$ cat config.mk
export PLATFORM = sky130hd
export DESIGN_NAME = adc_spi_sample_reader_flat
export DESIGN_NICKNAME = d
export VERILOG_FILES = /design/src/rtl/adc_spi_sample_reader_pkg.sv /design/src/rtl/adc_spi_sample_reader_if.sv /design/src/rtl/adc_spi_sck_gen.sv /design/src/rtl/adc_spi_sample_reader.sv /design/src/flat_wrapper.sv
export SDC_FILE = /design/constraint.sdc
export NUM_CORES = 1
export LEC_CHECK = 0
export ABC_AREA = 1
export ABC_CLOCK_PERIOD_IN_PS = 1910
export CORE_ASPECT_RATIO = 1.2
export CORE_UTILIZATION = 55
export CTS_BUF_LIST = sky130_fd_sc_hd__clkbuf_8
export DETAILED_ROUTE_END_ITERATION = 8
export DONT_BUFFER_PORTS = 1
export PLACE_DENSITY = 0.71
export SETUP_SLACK_MARGIN = 0.5
export SKIP_CTS_REPAIR_TIMING = 1
export SYNTH_ARGS = -nofsm -noshare
export SYNTH_HDL_FRONTEND = slang
export SYNTH_SLANG_ARGS = --single-unit
$ cat constraint.sdc
create_clock -name dataclk -period 1.91 [get_ports dataclk]
set_input_delay 0.0955 -clock dataclk [delete_from_list [all_inputs] [get_ports dataclk]]
set_output_delay 0.0955 -clock dataclk [all_outputs]
set_load 0.05 [all_outputs]
$ cat src/rtl/adc_spi_sample_reader_pkg.sv
// Shared types and constants for the AD7980-class ADC SPI sample reader.
package adc_spi_sample_reader_pkg;

    typedef enum logic [2:0] {
        IDLE,
        CONV,
        SETUP,
        SHIFT,
        DONE
    } state_t;

    localparam logic FMT_BINARY = 1'b0;
    localparam logic FMT_TWOS   = 1'b1;

endpackage

$ cat src/rtl/adc_spi_sample_reader_if.sv
// 3-wire ADC serial bus: convert strobe and serial clock out, serial data back.
interface adc_spi_sample_reader_if;

    logic ADC_CNV;
    logic ADC_SCLK;
    logic ADC_SDO;

    modport master (
        output ADC_CNV,
        output ADC_SCLK,
        input  ADC_SDO
    );

    modport slave (
        input  ADC_CNV,
        input  ADC_SCLK,
        output ADC_SDO
    );

endinterface

$ cat src/rtl/adc_spi_sck_gen.sv
// SCK divider: SCK_HALF cycles low then SCK_HALF cycles high per period, starting
// low whenever enabled; strobes on the last high cycle of every period.
module adc_spi_sck_gen #(
    parameter int SCK_HALF = 2
) (
    input  logic dataclk,
    input  logic reset,
    input  logic en,
    output logic sck_level,
    output logic sample_strobe
);

    localparam int HW = (SCK_HALF > 1) ? $clog2(SCK_HALF) : 1;

    logic [HW-1:0] half_cnt;
    logic          last_half;

    assign last_half     = (half_cnt == HW'(SCK_HALF - 1));
    assign sample_strobe = en & sck_level & last_half;

    // Half-period counter and SCK level, parked low at phase zero while disabled
    always_ff @(posedge dataclk or posedge reset) begin
        if (reset) begin
            half_cnt  <= '0;
            sck_level <= 1'b0;
        end else if (!en) begin
            half_cnt  <= '0;
            sck_level <= 1'b0;
        end else if (last_half) begin
            half_cnt  <= '0;
            sck_level <= ~sck_level;
        end else begin
            half_cnt  <= half_cnt + HW'(1);
        end
    end

endmodule

$ cat src/rtl/adc_spi_sample_reader.sv
// SPI read master for a 16-bit SAR ADC: pulses CNV, clocks a conversion in MSB-first,
// presents it as offset binary with a one-cycle valid, and drives a threshold compare.
module adc_spi_sample_reader
    import adc_spi_sample_reader_pkg::*;
#(
    parameter int DATA_W      = 16,
    parameter int CONV_CYCLES = 20,
    parameter int SCK_HALF    = 2
) (
    input  logic                     dataclk,
    input  logic                     reset,
    input  logic                     ADC_en,
    input  logic                     start,
    input  logic                     data_format,
    adc_spi_sample_reader_if.master  spi,
    output logic [DATA_W-1:0]        sample_out,
    output logic                     sample_valid,
    output logic                     busy,
    output logic                     overrun,
    input  logic                     clear_overrun,
    input  logic [DATA_W-1:0]        thrsh,
    input  logic                     thrsh_pol,
    output logic                     thrsh_out
);

    localparam int CNT_MAX = (CONV_CYCLES > SCK_HALF) ? CONV_CYCLES : SCK_HALF;
    localparam int CNT_W   = $clog2(CNT_MAX + 1);
    localparam int IDX_W   = $clog2(DATA_W);

    state_t             state;
    state_t             state_next;
    logic [CNT_W-1:0]   cnt;
    logic [IDX_W-1:0]   bit_idx;
    logic [DATA_W-1:0]  shreg;
    logic               sdo_q;
    logic               cnv_q;
    logic               sck_level;
    logic               sample_strobe;
    logic               last_bit;

    assign last_bit     = (bit_idx == IDX_W'(DATA_W - 1));
    assign spi.ADC_CNV  = cnv_q;
    assign spi.ADC_SCLK = sck_level;

    adc_spi_sck_gen #(
        .SCK_HALF (SCK_HALF)
    ) u_sck_gen (
        .dataclk       (dataclk),
        .reset         (reset),
        .en            (state == SHIFT),
        .sck_level     (sck_level),
        .sample_strobe (sample_strobe)
    );

    // Next-state decode for the conversion/readout sequence
    always_comb begin
        state_next = state;
        case (state)
            IDLE:    if (start && ADC_en) state_next = CONV;
            CONV:    if (cnt == CNT_W'(CONV_CYCLES - 1)) state_next = SETUP;
            SETUP:   state_next = SHIFT;
            SHIFT:   if (sample_strobe && last_bit) state_next = DONE;
            DONE:    state_next = IDLE;
            default: state_next = IDLE;
        endcase
    end

    // State register plus CNV/busy, registered from the state being entered
    always_ff @(posedge dataclk or posedge reset) begin
        if (reset) begin
            state <= IDLE;
            cnv_q <= 1'b0;
            busy  <= 1'b0;
        end else begin
            state <= state_next;
            cnv_q <= (state_next == CONV);
            busy  <= (state_next != IDLE);
        end
    end

    // Conversion-time counter, bit index, input flop and receive shift register
    always_ff @(posedge dataclk or posedge reset) begin
        if (reset) begin
            cnt     <= '0;
            bit_idx <= '0;
            shreg   <= '0;
            sdo_q   <= 1'b0;
        end else begin
            sdo_q <= spi.ADC_SDO;
            if (state == CONV && state_next == CONV) begin
                cnt <= cnt + CNT_W'(1);
            end else begin
                cnt <= '0;
            end
            if (state != SHIFT) begin
                bit_idx <= '0;
            end else if (sample_strobe && !last_bit) begin
                bit_idx <= bit_idx + IDX_W'(1);
            end
            if (sample_strobe) begin
                shreg <= {shreg[DATA_W-2:0], sdo_q};
            end
        end
    end

    // Result publication, sticky overrun flag and threshold comparator
    always_ff @(posedge dataclk or posedge reset) begin
        if (reset) begin
            sample_out   <= '0;
            sample_valid <= 1'b0;
            overrun      <= 1'b0;
            thrsh_out    <= 1'b0;
        end else begin
            sample_valid <= (state == DONE);
            if (state == DONE) begin
                sample_out <= (data_format == FMT_TWOS) ?
                              {~shreg[DATA_W-1], shreg[DATA_W-2:0]} : shreg;
            end
            if (start && busy) begin
                overrun <= 1'b1;
            end else if (clear_overrun) begin
                overrun <= 1'b0;
            end
            if (!ADC_en) begin
                thrsh_out <= 1'b0;
            end else begin
                thrsh_out <= thrsh_pol ? (sample_out >= thrsh) : (sample_out <= thrsh);
            end
        end
    end

endmodule
$ cat src/flat_wrapper.sv
// flat-port wrapper written by rule: the top's interface ports become plain ports
module adc_spi_sample_reader_flat import adc_spi_sample_reader_pkg::*;
#(
    parameter int DATA_W      = 16,
    parameter int CONV_CYCLES = 20,
    parameter int SCK_HALF    = 2
)
  (dataclk, reset, ADC_en, start, data_format, sample_out, sample_valid, busy, overrun, clear_overrun, thrsh, thrsh_pol, thrsh_out, spi_ADC_CNV, spi_ADC_SCLK, spi_ADC_SDO);
  adc_spi_sample_reader_if spi_i ();
  input  logic dataclk;
  input  logic reset;
  input  logic ADC_en;
  input  logic start;
  input  logic data_format;
  output logic [DATA_W-1:0] sample_out;
  output logic sample_valid;
  output logic busy;
  output logic overrun;
  input  logic clear_overrun;
  input  logic [DATA_W-1:0] thrsh;
  input  logic thrsh_pol;
  output logic thrsh_out;
  output wire logic [$bits(spi_i.ADC_CNV)-1:0] spi_ADC_CNV;
  output wire logic [$bits(spi_i.ADC_SCLK)-1:0] spi_ADC_SCLK;
  input wire logic [$bits(spi_i.ADC_SDO)-1:0] spi_ADC_SDO;
  assign spi_ADC_CNV = spi_i.ADC_CNV;
  assign spi_ADC_SCLK = spi_i.ADC_SCLK;
  assign spi_i.ADC_SDO = spi_ADC_SDO;
  adc_spi_sample_reader #(.DATA_W(DATA_W), .CONV_CYCLES(CONV_CYCLES), .SCK_HALF(SCK_HALF)) u_core (.dataclk(dataclk), .reset(reset), .ADC_en(ADC_en), .start(start), .data_format(data_format), .spi(spi_i), .sample_out(sample_out), .sample_valid(sample_valid), .busy(busy), .overrun(overrun), .clear_overrun(clear_overrun), .thrsh(thrsh), .thrsh_pol(thrsh_pol), .thrsh_out(thrsh_out));
endmodule
==> results of run 1 <==
==> layout make-up <==
type	count	area [sq um]
well taps	56	70.1
inverters	56	210
clock inverters	2	7.51
clock buffers	6	82.6
multi-input cells	168	1070
fillers	364	1350
repair buffers	24	198
flip-flops and latches	52	1310
==> metrics by stage <==
stage | power, mW | cell area, sq um
after floorplan | 1.20 | 2500
after global placement | 1.22 | 2670
after detailed placement | 1.22 | 2670
after CTS | 1.85 | 2760
after global routing | 1.91 | 2950
final | 1.84 | 2950
==> cells in the final DEF (no fill, tap or decap), drive strengths merged, types with 6 or more instances in the layout <==
master	n
nand2	60
inv	58
dfrtp	52
o21ai	38
buf	20
nor2	18
ha	18
nand3	13
a21oi	10
clkbuf	6
==> power by group through the flow <==
stage / clock network, mW / registers, mW / logic, mW
3_5_place_dp: 0 / 1.15 / 0.0737
3_3_place_gp: 0 / 1.15 / 0.0709
4_1_cts: 0.644 / 1.13 / 0.0739
6_report: 0.624 / 1.13 / 0.0867
2_1_floorplan: 0 / 1.15 / 0.0546
5_1_grt: 0.678 / 1.13 / 0.102
==> worst reg2reg max path, cell delays in order (launching register included) <==
cell	delay (ps)
sky130_fd_sc_hd__dfrtp_2	540
sky130_fd_sc_hd__ha_4	330
sky130_fd_sc_hd__nand2_4	50
sky130_fd_sc_hd__nor2_4	140
sky130_fd_sc_hd__o21ai_1	80
sky130_fd_sc_hd__nand3_1	80
sky130_fd_sc_hd__nand2_1	60
sky130_fd_sc_hd__nand2_1	60
sky130_fd_sc_hd__nand3_1	60
sky130_fd_sc_hd__nand2_1	60
sky130_fd_sc_hd__nor2_1	30
==> path summary, 6_finish.rpt <==
| kind | startpoint | to | slack (ps) | depth (start not counted) |
|---|---|---|---|---|
| worst max-delay path | u_core.sample_out[4] | u_core.thrsh_out | 320 | 10 |
| worst min-delay path | ADC_en | u_core.thrsh_out | -90 | 2 |
| max in group asynchronous | reset | u_core.sample_out[15] | 1040 | 3 |
| worst min register to register | u_core.cnt[0] | u_core.cnt[0] | 470 | 1 |
| min in group asynchronous | reset | u_core.shreg[6] | 270 | 2 |
| worst max register to register | u_core.sample_out[4] | u_core.thrsh_out | 320 | 10 |
==> Yosys cell counts (all sizes together) <==
cell	count	share of area
nand2	60	0.092
nor3b	1	0.0030
xnor2	2	0.0071
clkbuf	2	0.0030
o21ai	38	0.077
xor2	2	0.0071
nor2	18	0.035
inv	56	0.085
nor3	2	0.0040
nand4	4	0.013
nand3	13	0.033
buf	4	0.0081
dfrtp	52	0.52
ha	18	0.091
a21oi	10	0.020
==> per-layer routing <==
layer / vias up / wire [microns]
met1: 837 / 2010
met3: 6 / 251
met4: 0 / 73
met2: 37 / 2280
li1: 934 / -
met5: - / 0
==> cells by family (layout without fill, tap and decap cells) <==
kind of cell	count (synthesis)	in the layout
DFF	52	52
buffers and inverters	62	88
and+or+nand+nor	98	98
xor gates and xnor gates	4	4
adders and majority gates	18	18
AOI/OAI and AO/OA	48	48
==> sequential cells by signal, summed over array words and instances, names as in the netlist <==
signal                      cells
u_core.u_sck_gen.half_cnt       1
u_core.spi.ADC_CNV              1
u_core.thrsh_out                1
u_core.bit_idx                  4
u_core.busy                     1
u_core.sample_valid             1
u_core.u_sck_gen.sck_level      1
u_core.overrun                  1
u_core.shreg                   16
u_core.cnt                      5
u_core.sample_out              16
u_core.sdo_q                    1
u_core.state                    3
==> metrics.txt, run 1 <==
outcome=finished, violations left; failing checks=negative hold slack; site row count=26; peak clock frequency supported by timing=0.630 GHz; worst stage delay on the critical path=540 ps; horizontal extent of the die=63.4 microns; number of setup violations in the final report=0; count of port buffers added during placement=0; fin util=0.686; First DRT Iteration DRCs=70; Data arrival, critical path=1790 ps; first-pass iteration count of the detailed router=4; Placed Instances=349; drt via density=4.98; worst supply voltage drop on vdd=533 uV; grt met2 use=0.336; Antenna Nets Post-Route=0; Initial Util=0.579; sequential element share of the synthesized area=0.524; post-synthesis average cell area=8.81 sq um; register share of total power=0.613; category of the most critical setup path=reg2reg; Synth Register Bits=52; layout-stage area growth over the synthesis result=18.6%; kind of capture point of the worst setup path=register; multiplexer fraction of the synthesized cell area=0; synthesis warning total=0; non-filler cells in the finished layout=364; slew at the pin closest to its max-slew limit=502 ps; number of buffer and inverter instances along the worst setup path=0; part of the cycle the worst path needs=0.831; simple-gate share of the synthesized area=0.179; largest net degree at the start of global routing=34; diode count=0; Comb power frac=0.047; area share of fa/ha/maj cells after synthesis=0.0906; Most common cell on crit path=sky130_fd_sc_hd__nand2_1; LEAKAGE=1.50 nW; unique cell type count in the Yosys netlist=23; met3 capacity usage during global routing=0.0689; Crit path required time=2120 ps; Syn Inst Count=282; number of design rule violations left after detail routing=0; kind of cell adding the most delay to the critical path=flip-flops; setup repair after global routing missed its margin=true; xor-xnor portion of the synthesized cell area=0.0141; total number of vias=1814; total die area=0.00479 sq mm; share of total power in the clock network=0.339; aggregate global routing overflow=0; die height=75.6 microns; combinational family with the most area after synthesis=simple AND/OR/NAND/NOR gates; worst skew pair latency=300 ps; Most Used Layer, Global Route=met2; total negative slack for setup checks=0 ps; H-tree depth reported by CTS=2; Routed WL=4610 microns; global router's overall resource usage=0.201; worst-path cell chain=ha_4, nand2_4, nor2_4, o21ai_1, nand3_1, nand2_1, nand2_1, nand3_1, nand2_1, nor2_1; fraction of layout instances using a drive strength above 1=0.192; Final GP Congestion=0.766; Syn Std Cell Area=0.00248 sq mm; shortest period the worst path allows=1590 ps; Max-Slew Margin vs Limit=0.666; number of antenna violations at the first check in global routing=0; worst-case setup slack after placement=244 ps; maximum net fanout on the critical path=3; maxcap violations=0; number of global-route vias before repair=1660; count of final hold-check violations=1; clk sink count=52; number of clock buffers inserted by TritonCTS=5; Worst Setup Slack, final=323 ps; tightest hold margin=-87.1 ps; Critical-path top delay cell=sky130_fd_sc_hd__dfrtp_2; met1 track demand over resource=0.240; global-route wire length before repair=7270 microns; nature of the critical path startpoint=register; TritonCTS clock tree=yes; Synth Net Count=324; core box area=0.00429 sq mm; Slew Limit Fails=0; post-DP HPWL=3410 microns; fraction of power spent switching nets=0.223; worst hold-check path type=in2reg; Root Buffer=sky130_fd_sc_hd__clkbuf_8; clock-pin slew reported for the worst setup and hold paths after clock tree synthesis=90 ps; post-layout net count=349; # IOs=46; routed length per instance=12.7 microns; maximum root-to-sink buffer count=2; total power density per cell area=624 mW/mm^2; final worst clock skew=3.42 ps; power dissipated by switching net loads=0.411 mW; share of the synthesized area in compound gates (AO/OA/AOI/OAI)=0.0967; internal power consumption=1.43 mW
Power figures use the tool's default switching activity.
==> inputs of run 2 (changes only) <==
ABC_AREA = 0   (was 1)
ABC_CLOCK_PERIOD_IN_PS = 1600   (was 1910)
clock period = 1.6 ns   (was 1.91 ns; I/O delays follow)
==> run 2 against run 1 <==
  * The run ends with negative setup slack left
  * Clock skew increased by 8.8 ps
  * Wire length increased by 16%
  * Count of clock-buffer cells in the layout unchanged
  * Sequential power increased by 19%
  * Global-route usage increased by 2.0 points
  * Setup slack got worse by 400 ps
  * Non-clock buffer count increased by 25
  * First-iteration DRC count decreased by 43%
  * Critical endpoint unchanged
  * Highest routed layer unchanged
==> metrics.txt, run 2 <==
count leader, synth=sky130_fd_sc_hd__dfrtp_1; count of final hold-check violations=0; Yosys top cell by area=sky130_fd_sc_hd__dfrtp_1; worst hold-check path type=in2reg; nature of the critical path startpoint=register; global-route wire length before repair=7900 microns; routed length per instance=16.9 microns; LEAKAGE=1.58 nW; count of port buffers added during placement=0; Syn Inst Count=210; Worst Setup Slack, final=-77.9 ps; shortest period the worst path allows=1680 ps; number of global-route vias before repair=1728; worst-case setup slack after placement=-74.3 ps; fin util=0.800; core box area=0.00429 sq mm; slew at the pin closest to its max-slew limit=478 ps; worst skew pair latency=320 ps; unique cell type count in the Yosys netlist=34; drt via density=5.48; Antenna Nets Post-Route=0; largest net degree at the start of global routing=19; worst-path cell chain=ha_1, nand4_1, nor4_2, a21o_1, nor2_1, nor3_1; diode count=0; clock-pin slew reported for the worst setup and hold paths after clock tree synthesis=100 ps; xor-xnor portion of the synthesized cell area=0.0246; total negative slack for setup checks=-77.9 ps; horizontal extent of the die=63.4 microns; setup repair after global routing missed its margin=true; Data arrival, critical path=1910 ps; post-DP HPWL=3590 microns; Syn Std Cell Area=0.00249 sq mm; post-synthesis average cell area=11.9 sq um; commonest cells in the netlist=52 x sky130_fd_sc_hd__dfrtp_1, 28 x sky130_fd_sc_hd__mux2_2, 22 x sky130_fd_sc_hd__inv_1; maximum net fanout on the critical path=2; Routed WL=5370 microns; area share of fa/ha/maj cells after synthesis=0.0905; Crit path required time=1840 ps; Critical-path top delay cell=sky130_fd_sc_hd__dfrtp_2; simple-gate share of the synthesized area=0.106; total power consumption of the routed design=2.42 mW; Synth Net Count=252; aggregate global routing overflow=0; fraction of layout instances using a drive strength above 1=0.492; first-pass iteration count of the detailed router=4; layout-stage area growth over the synthesis result=38.1%; H-tree depth reported by CTS=2; synthesis warning total=0; failing checks=negative setup slack; Placed Instances=285; share of the synthesized area in compound gates (AO/OA/AOI/OAI)=0.0639; TritonCTS clock tree=yes; number of design rule violations left after detail routing=0; Synth Register Bits=52; number of setup violations in the final report=1; part of the cycle the worst path needs=1.05; Initial Util=0.580; die height=75.7 microns; First DRT Iteration DRCs=40; Final GP Congestion=0.791; top cells by area in the synthesized netlist=sky130_fd_sc_hd__dfrtp_1 52%, sky130_fd_sc_hd__mux2_2 13%, sky130_fd_sc_hd__ha_1 9.0%, sky130_fd_sc_hd__inv_1 3.3%, sky130_fd_sc_hd__nor2_1 2.9%; FF+latch area=0.00133 sq mm; Final Cell Area=0.00344 sq mm; multiplexer fraction of the synthesized cell area=0.144; area of the multi-input gates=0.00139 sq mm; clk sink count=52; Root Buffer=sky130_fd_sc_hd__clkbuf_8; total die area=0.00480 sq mm; kind of capture point of the worst setup path=register; site row count=26; Max-Slew Margin vs Limit=0.681; total power density per cell area=704 mW/mm^2; kind of cell adding the most delay to the critical path=simple AND/OR/NAND/NOR gates; number of clock buffers inserted by TritonCTS=5; number of antenna violations at the first check in global routing=0; final worst clock skew=12.2 ps; tightest hold margin=104 ps; category of the most critical setup path=reg2reg; sequential element share of the synthesized area=0.523; global router's overall resource usage=0.221; post-synth top area share=0.523; post-layout net count=303; count of flip-flops with a built-in enable after synthesis=0; Slew Limit Fails=0; outcome=finished, violations left; maximum root-to-sink buffer count=2; worst stage delay on the critical path=430 ps; placed inst area=0.00297 sq mm; worst supply voltage drop on vdd=692 uV; number of buffer and inverter instances along the worst setup path=0; # IOs=46; largest registers in the final layout=u_core.sample_out x16, u_core.shreg x16, u_core.cnt x5; most common library cell in the layout ignoring fill and taps=sky130_fd_sc_hd__dfrtp_1; peak clock frequency supported by timing=0.596 GHz; total number of vias=1742; non-filler cells in the finished layout=318; maxcap violations=0; fraction of registers with async set or reset after synthesis=1.00; final-layout fill cell count=240; prevailing post-synth register cell=sky130_fd_sc_hd__dfrtp_1; top library cells by usage in the layout, fill and taps aside=33 x sky130_fd_sc_hd__dfrtp_1, 32 x sky130_fd_sc_hd__buf_4, 30 x sky130_fd_sc_hd__mux2_4, 21 x sky130_fd_sc_hd__inv_1, 19 x sky130_fd_sc_hd__dfrtp_2; combinational family with the most area after synthesis=multiplexers
[run 2: layout make-up]
class                      count  share of cell area
clock buffer                   6              0.0240
inverter                      22              0.0251
multi-input combinational    131               0.405
tap                           56              0.0204
sequential                    52               0.386
clock inverter                 2              0.0113
timing repair buffer          49               0.128
[run 2: cells by family (layout without fill, tap and decap cells)]
| logic type | after synthesis | after routing |
|---|---|---|
| XOR/XNOR | 7 | 7 |
| flip-flops | 52 | 52 |
| buffers and inverters | 27 | 79 |
| AND/OR/NAND/NOR | 51 | 51 |
| multiplexers | 32 | 32 |
| adder cells (fa/ha/maj) | 18 | 18 |
| AO/OA/AOI/OAI | 23 | 23 |
[run 2: worst paths after layout]
| kind | start | endpoint | slack [ps] | depth (start not counted) |
|---|---|---|---|---|
| worst min-delay path | thrsh_pol | u_core.thrsh_out | 100 | 3 |
| min in group asynchronous | reset | u_core.cnt[4] | 220 | 2 |
| worst max-delay path | u_core.sample_out[8] | u_core.thrsh_out | -80 | 6 |
| max in group asynchronous | reset | u_core.sample_out[14] | 820 | 3 |
| worst min register to register | u_core.sdo_q | u_core.shreg[0] | 500 | 1 |
| worst max register to register | u_core.sample_out[8] | u_core.thrsh_out | -80 | 6 |
[run 2: worst reg2reg max path, cell delays in order (launching register included)]
cell	delay, ps
sky130_fd_sc_hd__dfrtp_2	430
sky130_fd_sc_hd__ha_1	290
sky130_fd_sc_hd__nand4_1	160
sky130_fd_sc_hd__nor4_2	320
sky130_fd_sc_hd__a21o_1	180
sky130_fd_sc_hd__nor2_1	50
sky130_fd_sc_hd__nor3_1	190
[run 2: report_power, final]
part           total [mW]  leakage [nW]  internal [mW]  switching (mW)
sequential           1.35         0.640           1.33          0.0235
clock               0.942        0.0614          0.511           0.431
combinational       0.127         0.883         0.0583          0.0683
[run 2: routing by layer]
layer	vias up	track usage	wire (microns)
li1	822	-	-
met1	874	0.271	2230
met2	37	0.376	2840
met3	9	0.0584	178
met4	0	0.0909	116
met5	-	0	0
==> inputs of run 3 (changes only) <==
PLACE_DENSITY = not set   (was 0.71)
PLACE_DENSITY_LB_ADDON = 0.1   (was not set)
SYNTH_HIERARCHICAL = 1   (was not set)
==> run 3 against run 2 <==
  * The run ends with negative hold slack, negative setup slack left
  * Critical path depth is the same
  * Global-route usage is 0.25 points higher
  * Clock power up 9%
  * Design area grew 5.7%
  * Wire length grew 18%
  * Combinational power increased to 6.5 times the previous value
  * Non-clock buffer count rose by 2
  * Fmax up 0.41%
  * First-iteration DRC count increased by 130%
  * Die area grew 0.10%
  * Hold slack worse by 220 ps
==> metrics.txt, run 3 <==
outcome=finished, violations left; failing checks=negative hold slack, negative setup slack; xor-xnor portion of the synthesized cell area=0.0211; Root Buffer=sky130_fd_sc_hd__clkbuf_8; synthesis warning total=6; number of design rule violations left after detail routing=0; nature of the critical path startpoint=register; total die area=0.00480 sq mm; routed length per instance=19.5 microns; post-synth top area share=0.522; H-tree depth reported by CTS=2; clock-pin slew reported for the worst setup and hold paths after clock tree synthesis=90 ps; simple-gate share of the synthesized area=0.119; Antenna Nets Post-Route=0; Max-Slew Margin vs Limit=0.609; Synth Net Count=257; non-filler cells in the finished layout=324; final worst clock skew=10.7 ps; top library cells by usage in the layout, fill and taps aside=35 x sky130_fd_sc_hd__dfrtp_1, 30 x sky130_fd_sc_hd__mux2_4, 26 x sky130_fd_sc_hd__buf_4, 22 x sky130_fd_sc_hd__inv_1, 17 x sky130_fd_sc_hd__dfrtp_2; total power consumption of the routed design=3.48 mW; fraction of layout instances using a drive strength above 1=0.545; post-layout net count=309; worst supply voltage drop on vdd=1120 uV; core box area=0.00429 sq mm; count leader, synth=sky130_fd_sc_hd__dfrtp_1; slew at the pin closest to its max-slew limit=585 ps; total number of vias=1817; LEAKAGE=1.66 nW; fraction of registers with async set or reset after synthesis=1.00; sequential element share of the synthesized area=0.522; Syn Std Cell Area=0.00249 sq mm; reg-to-reg critical path startpoint=u_core/sample_out[11]; clk sink count=52; setup repair after global routing missed its margin=true; Final GP Congestion=0.761; part of the cycle the worst path needs=1.04; Synth Register Bits=52; Routed WL=6330 microns; combinational family with the most area after synthesis=multiplexers; worst hold-check path type=in2reg; drt via density=5.61; number of clock buffers inserted by TritonCTS=5; Data arrival, critical path=1870 ps; largest net degree at the start of global routing=27; count of flip-flops with a built-in enable after synthesis=0; count of port buffers added during placement=0; count of final hold-check violations=2; Crit path required time=1800 ps; tightest hold margin=-118 ps; number of antenna violations at the first check in global routing=0; maxcap violations=0; diode count=0; area of the multi-input gates=0.00147 sq mm; number of setup violations in the final report=1; die height=75.7 microns; # IOs=46; worst-case setup slack after placement=-72.3 ps; maximum root-to-sink buffer count=2; Syn Inst Count=215; number of global-route vias before repair=1825; Initial Util=0.580; commonest cells in the netlist=52 x sky130_fd_sc_hd__dfrtp_1, 30 x sky130_fd_sc_hd__mux2_2, 23 x sky130_fd_sc_hd__inv_1; final-layout fill cell count=204; most common library cell in the layout ignoring fill and taps=sky130_fd_sc_hd__dfrtp_1; first-pass iteration count of the detailed router=4; TritonCTS clock tree=yes; layout-stage area growth over the synthesis result=45.8%; count of cells along the worst hold path=2; largest registers in the final layout=u_core/sample_out x16, u_core/shreg x16, u_core/cnt x5; global router's overall resource usage=0.224; aggregate global routing overflow=0; post-synthesis average cell area=11.6 sq um; share of the synthesized area in compound gates (AO/OA/AOI/OAI)=0.0578; Worst Setup Slack, final=-71.1 ps; peak clock frequency supported by timing=0.598 GHz; horizontal extent of the die=63.4 microns; Final Cell Area=0.00363 sq mm; FF+latch area=0.00132 sq mm; Placed Instances=290; placed inst area=0.00304 sq mm; timing startpoint of the critical path=u_core/sample_out[11]; unique cell type count in the Yosys netlist=37; multiplexer fraction of the synthesized cell area=0.140; Yosys top cell by area=sky130_fd_sc_hd__dfrtp_1; First DRT Iteration DRCs=93; total negative slack for setup checks=-71.1 ps; Slew Limit Fails=0; kind of capture point of the worst setup path=register; fin util=0.846; site row count=26; top cells by area in the synthesized netlist=sky130_fd_sc_hd__dfrtp_1 52%, sky130_fd_sc_hd__mux2_2 14%, sky130_fd_sc_hd__ha_1 9.0%, sky130_fd_sc_hd__inv_1 3.5%, sky130_fd_sc_hd__a21oi_1 2.2%; shortest period the worst path allows=1670 ps; worst skew pair latency=310 ps; global-route wire length before repair=8140 microns; prevailing post-synth register cell=sky130_fd_sc_hd__dfrtp_1; category of the most critical setup path=reg2reg; depth of the worst register-to-register path=6; start point of the worst min-delay path=ADC_en; post-DP HPWL=3670 microns; maximum net fanout on the critical path=3; total power density per cell area=958 mW/mm^2; area share of fa/ha/maj cells after synthesis=0.0904
-- run 3: cell type report --
| type | instances | area share |
|---|---|---|
| Multi-Input combinational cell | 134 | 0.404 |
| Sequential cell | 52 | 0.364 |
| Timing Repair Buffer | 51 | 0.152 |
| Inverter | 23 | 0.0248 |
| Tap cell | 56 | 0.0193 |
| Clock buffer | 5 | 0.0190 |
| Clock inverter | 3 | 0.0176 |
-- run 3: cells by family after synthesis --
logic type,after synthesis
AOI/OAI and AO/OA,25
xor gates and xnor gates,6
adders and majority gates,18
buffers and inverters,29
DFF,52
muxes,31
and+or+nand+nor,54
-- run 3: final timing paths --
path | end | slack [ps]
min | u_core/thrsh_out | -120
max in group asynchronous | u_core/sample_out[15] | 760
min in group asynchronous | u_core/u_sck_gen/half_cnt | 130
min reg2reg | u_core/shreg[0] | 490
max reg2reg | u_core/thrsh_out | -70
max | u_core/thrsh_out | -70
-- run 3: where the power goes --
part | internal (mW) | switching, mW
registers | 1.42 | 0.201
logic | 0.425 | 0.401
clock network | 0.618 | 0.415
total | 2.46 | 1.02
-- run 3: metal layers --
metal | wire length [microns] | share of wire | vias to the layer above | track usage
met2 | 3380 | 0.53 | 53 | 0.420
met3 | 296 | 0.047 | 17 | 0.0569
met1 | 2430 | 0.38 | 903 | 0.243
met5 | 0 | 0 | - | 0
li1 | - | - | 844 | -
met4 | 217 | 0.034 | 0 | 0.0909
-- run 3: worst max-delay path, cell delays in order, from the launching register on --
cell and delay, ps:
sky130_fd_sc_hd__dfrtp_2 440, sky130_fd_sc_hd__ha_4 250, sky130_fd_sc_hd__a21oi_1 130, sky130_fd_sc_hd__o21ai_0 140
sky130_fd_sc_hd__a221oi_2 320, sky130_fd_sc_hd__and4_1 250, sky130_fd_sc_hd__nor3_2 40
